--- src/rtl/player_bullet_pool.sv ---
// Player bullet slot pool: spawns bullets on fire requests, moves them up once
// per frame, and retires them when they leave the top of the screen or are hit.
module player_bullet_pool #(
    parameter int MAX_PLAYER_BULLET = 15,
    parameter int BULLET_SPEED      = 1,
    parameter int FIRE_COOLDOWN     = 8
) (
    input  logic                           i_Clk,
    input  logic                           i_Rst,
    input  logic                           i_FrameTick,
    input  logic                           i_Fire,
    input  logic [18:0]                    i_PlayerPosition,
    input  logic [MAX_PLAYER_BULLET-1:0]   i_HitMask,
    output logic [MAX_PLAYER_BULLET-1:0]   o_BulletState,
    output logic [MAX_PLAYER_BULLET*19-1:0] o_BulletPosition,
    output logic                           o_FireAccepted,
    output logic                           o_FireDropped,
    output logic                           o_PoolFull
);

    localparam int N  = MAX_PLAYER_BULLET;
    localparam int IW = (N > 1) ? $clog2(N) : 1;
    localparam int CW = (FIRE_COOLDOWN > 1) ? $clog2(FIRE_COOLDOWN + 1) : 1;
    localparam logic [8:0] SPEED = 9'(BULLET_SPEED);

    typedef enum logic [1:0] {IDLE, UPDATE, SPAWN} state_t;

    state_t        state;
    logic [N-1:0]  active;
    logic [N-1:0]  active_next;
    logic [N-1:0]  hit;
    logic [18:0]   pos      [N];
    logic [18:0]   pos_next [N];
    logic          pending;
    logic [CW-1:0] cooldown;
    logic [IW-1:0] free_idx;
    logic          free_found;
    logic          spawn_ok;
    logic [9:0]    player_x;
    logic [8:0]    player_y;

    assign player_x = i_PlayerPosition[18:9];
    assign player_y = i_PlayerPosition[8:0];
    assign hit      = active & i_HitMask;

    // Lowest-index free slot; a slot being hit this cycle is still occupied.
    always_comb begin
        free_found = 1'b0;
        free_idx   = '0;
        for (int i = N - 1; i >= 0; i--) begin
            if (!active[i]) begin
                free_found = 1'b1;
                free_idx   = IW'(i);
            end
        end
    end

    assign spawn_ok = pending && (cooldown == '0) && free_found && (player_y != 9'd0);

    always_comb begin
        active_next = active & ~hit;
        for (int i = 0; i < N; i++) begin
            pos_next[i] = pos[i];
        end
        if (state == UPDATE) begin
            for (int i = 0; i < N; i++) begin
                if (active_next[i]) begin
                    if (pos[i][8:0] < SPEED) begin
                        active_next[i] = 1'b0;
                    end else begin
                        pos_next[i][8:0] = pos[i][8:0] - SPEED;
                    end
                end
            end
        end
        if (state == SPAWN && spawn_ok) begin
            active_next[free_idx] = 1'b1;
            pos_next[free_idx]    = {player_x, player_y - 9'd1};
        end
    end

    always_ff @(posedge i_Clk) begin
        if (i_Rst) begin
            state          <= IDLE;
            active         <= '0;
            pending        <= 1'b0;
            cooldown       <= '0;
            o_FireAccepted <= 1'b0;
            o_FireDropped  <= 1'b0;
            for (int i = 0; i < N; i++) begin
                pos[i] <= '0;
            end
        end else begin
            active         <= active_next;
            o_FireAccepted <= 1'b0;
            o_FireDropped  <= 1'b0;
            pending        <= pending | i_Fire;
            for (int i = 0; i < N; i++) begin
                pos[i] <= pos_next[i];
            end
            case (state)
                IDLE: begin
                    if (i_FrameTick) state <= UPDATE;
                end
                UPDATE: begin
                    state <= SPAWN;
                    if (cooldown != '0) cooldown <= cooldown - CW'(1);
                end
                SPAWN: begin
                    state   <= IDLE;
                    // A fire arriving during SPAWN waits for the next frame.
                    pending <= i_Fire;
                    if (pending) begin
                        if (spawn_ok) begin
                            cooldown       <= CW'(FIRE_COOLDOWN);
                            o_FireAccepted <= 1'b1;
                        end else begin
                            o_FireDropped  <= 1'b1;
                        end
                    end
                end
                default: state <= IDLE;
            endcase
        end
    end

    always_comb begin
        o_BulletState = active;
        for (int i = 0; i < N; i++) begin
            o_BulletPosition[19*i +: 19] = pos[i];
        end
    end

    assign o_PoolFull = &active;

endmodule

--- config.mk ---
export PLATFORM = sky130hd
export DESIGN_NAME = player_bullet_pool
export DESIGN_NICKNAME = d
export VERILOG_FILES = /design/src/rtl/player_bullet_pool.sv
export SDC_FILE = /design/constraint.sdc
export NUM_CORES = 1
export LEC_CHECK = 0
export CORE_MARGIN = 2
export CORE_UTILIZATION = 40
export DETAILED_ROUTE_END_ITERATION = 12
export HOLD_SLACK_MARGIN = 0.05
export MAX_ROUTING_LAYER = met4
export PLACE_DENSITY = 0.66
export SYNTH_ARGS = -nofsm -noshare
export SYNTH_HDL_FRONTEND = slang
export SYNTH_SLANG_ARGS = --single-unit
--- constraint.sdc ---
create_clock -name i_Clk -period 4.75 [get_ports i_Clk]
set_input_delay 0.475 -clock i_Clk [delete_from_list [all_inputs] [get_ports i_Clk]]
set_output_delay 0.475 -clock i_Clk [all_outputs]
set_load 0.03 [all_outputs]
==> reports/results.tsv <==
stage	metric	value	unit
clock_network	post_cts_resized	0	
run	maxCapViolations	0	
global_routing	grt_use_met2	42.43	%
cells_and_area	layout-drive-gt1-share	7.349	%
placement	placement.io_buffers	340	
floorplanning	rows	70	
placement	placed_area	0.01850	mm²
setup_path	path_max_fanout	24	
floorplanning	io_pins	341	
drt	drt_iter0_markers	892	
logic_synthesis	synth_fp_nets	1834	
floorplanning	die_area	0.03868	mm²
global_routing	grt_usage	26.95	%
setup_path	worstSetupPathType	input port to flip-flop	
clock_network	post_cts_buffers	0	
clock_network	cts_tree	yes	
floorplanning	core-area	0.03661	mm²
placement	dp_hpwl	36080	µm
clock_network	cts_buffers	36	
placement	gp_congestion	0.8856	
cells_and_area	fin_area	0.01967	mm²
global_routing	top_usage_layer	met2	
floorplanning	die_h	196.7	µm
cells_and_area	fillers	3408	
global_routing	overflow	0	
logic_synthesis	synthCells	1779	
logic_synthesis	async_flop_share	0	%
global_routing	grt_pass1_vias	13520	
logic_synthesis	syn_area	0.01485	mm²
setup_path	r2r_slack	1370	ps
clock_network	root_buffer	clkbuf_16	
drt	drc	0	
drt	drt_pass1_iterations	5	
global_routing	grt_pass1_wl	78890	µm
sta	rsz0062_at_grt	false	
drt	wl_per_cell	20.53	µm
sta	skew	22.40	ps
power_and_ir_drop	intPower	0.004261	W
sta	slew_headroom	4.588	%
sta	finalCritPeriodShare	71.50	%
clock_network	path_clk_slew	60	ps
cells_and_area	layout_common_cells	clkdlybuf4s50_1 (339), dfxtp_1 (309), nand2_1 (261)	
drt	wl	52400	µm
clock_network	hold_buffers	0	
sta	setup_violations	0	
power_and_ir_drop	p_per_area	285.0	mW/mm²
power_and_ir_drop	power.share.sequential	46.5	%
logic_synthesis	synth_edf_count	0	
logic_synthesis	yosys_register_bits	309	
sta	min_period	3396	ps
sta	worst_pin_slew	1430	ps
setup_path	cp-start-kind	input port	
setup_path	rr_startpoint	cooldown[0]	
global_routing	grt_start_max_net_pins	126	
sta	slew_violations	0	
floorplanning	start_util	40.56	%
cells_and_area	seqCellArea	0.006186	mm²
setup_path	required	5180	ps
setup_path	r2r_cells	8	
setup_path	worstPathArrival	3820	ps
cells_and_area	final_nets	2110	
power_and_ir_drop	p_comb_share	4.8	%
cells_and_area	area_growth	32.45	%
logic_synthesis	yosys_warnings	0	
power_and_ir_drop	switchingPower	0.001345	W
hold_path	hold_depth	2	
power_and_ir_drop	switching_share	23.98	%
power_and_ir_drop	vdd_drop_max	0.2216	mV
clock_network	cts_sinks	309	
setup_path	end_kind	flip-flop	
logic_synthesis	synth_ff_type	dfxtp_1	
global_routing	met3_usage	6.793	%
logic_synthesis	syn_avg_cell_area	8.347	µm²
drt	ant_nets	0	
global_routing	antenna_found_initial	2	
logic_synthesis	ys_seq_area_share	41.66	%
drt	viasPerCell	5.702	
sta	hold_violations	0	
clock_network	cts_buffer_depth	3	
setup_path	rr_endpoint	pos[1][58]	
sta	fin_setup_tns	0	ps
run_status	status	completed	
hold_path	hold_class	flip-flop to flip-flop	
floorplanning	die_w	196.7	µm
cells_and_area	final_common_cell	clkdlybuf4s50_1	
power_and_ir_drop	leakagePower	6.846	nW
clock_network	insertion_delay	540	ps
clock_network	cts_htree_levels	2	
logic_synthesis	synthDistinctLibCells	77	
power_and_ir_drop	clock_power_share	48.8	%
global_routing	use_met1	33.49	%
cells_and_area	multiInputGateArea	0.007933	mm²
sta	fmax	294.5	MHz
drt	via_count	14550	
-- worst max path at each step --
stage             endpoint  depth (start not counted)  slack (ps)                start
6_report        pos[1][58]                          9        1350  i_PlayerPosition[0]
5_1_grt        pos[0][134]                          9        1090  i_PlayerPosition[0]
4_1_cts         pos[1][58]                          9        1430  i_PlayerPosition[0]
3_5_place_dp    pos[1][58]                          9         880  i_PlayerPosition[0]
3_3_place_gp     flip-flop                         11         920  i_PlayerPosition[0]
2_1_floorplan  cooldown[3]                          6        2000     o_BulletState[0]
-- power by group through the flow --
stage	Combinational [W]	Sequential (W)	Clock, W
after global routing	0.000281	0.00260	0.00289
after CTS	0.000265	0.00260	0.00279
after global placement	0.000264	0.00266	0
after floorplan	0.000125	0.00266	0
final	0.000266	0.00261	0.00273
after detailed placement	0.000264	0.00266	0
-- layout make-up --
cell class | count | share of cell area (%)
Inverter | 45 | 0.8588
Clock buffer | 48 | 5.013
Timing Repair Buffer | 368 | 18.46
Antenna cell | 2 | 0.02545
Tap cell | 468 | 2.977
Clock inverter | 17 | 0.8779
Sequential cell | 309 | 31.45
Multi-Input combinational cell | 1295 | 40.33
-- stage by stage --
stage	power (W)	util, %	worst slack, ps	std cells	hold slack (ps)
after global routing	0.005770	53.72	1090	2552	470.2
after CTS	0.005656	53.71	1427	2550	454.4
final	0.005606	53.72	1354	2552	452.2
after global placement	0.002926	50.54	923.6	2485	437.3
after detailed placement	0.002927	50.54	880.5	2485	445.1
after floorplan	0.002790	-	1998	1779	445.0
-- kinds of logic (layout without fill, tap and decap cells) --
| group | count (synthesis) | after routing | share of synthesized area, % |
|---|---|---|---|
| other | 0 | 2 | 0 |
| flip-flops | 309 | 309 | 41.66 |
| buffers and inverters | 175 | 478 | 5.283 |
| AND/OR/NAND/NOR | 748 | 748 | 26.04 |
| adder cells (fa/ha/maj) | 17 | 17 | 1.432 |
| XOR/XNOR | 50 | 50 | 2.949 |
| AO/OA/AOI/OAI | 414 | 414 | 18.04 |
| multiplexers | 66 | 66 | 4.601 |
-- cells in the mapped netlist (10+ instances only) --
| cell | number | area, µm² |
|---|---|---|
| clkbuf_1 | 82 | 307.8 |
| a311oi_1 | 10 | 87.58 |
| o31ai_1 | 21 | 157.7 |
| nor4_1 | 18 | 112.6 |
| nand3_1 | 49 | 245.2 |
| mux2i_1 | 51 | 510.5 |
| a211oi_1 | 104 | 780.8 |
| o21ai_0 | 40 | 200.2 |
| nor2b_1 | 17 | 106.4 |
| ha_1 | 17 | 212.7 |
| nand2b_1 | 51 | 319.1 |
| buf_4 | 12 | 90.09 |
| or3_1 | 26 | 162.7 |
| mux2_2 | 13 | 146.4 |
| buf_2 | 29 | 145.1 |
| xnor2_1 | 28 | 245.2 |
| nor3_1 | 80 | 400.4 |
| xor2_1 | 22 | 192.7 |
| nand4_1 | 13 | 81.33 |
| nor2_1 | 126 | 473.0 |
| nand3b_1 | 11 | 82.58 |
| dfxtp_1 | 309 | 6186 |
| inv_1 | 45 | 168.9 |
| nand2_1 | 261 | 979.7 |
| a21oi_1 | 174 | 870.8 |
| a221oi_1 | 19 | 166.4 |
| or4_1 | 22 | 165.2 |
-- worst max-delay path: stages --
cell	delay (ps)
clkdlybuf4s50_1	500
inv_1	80
ha_1	260
nor4b_2	190
a311oi_2	690
and3_1	420
and3_1	830
a2111oi_0	160
a21o_1	200
-- per-layer routing --
metal  vias up  wire, µm
li1       6921         -
met1      6982     22070
met2       531     24120
met3       117      4319
met4         0      1890
met5         -         0
(Power assumes the default switching activity.)
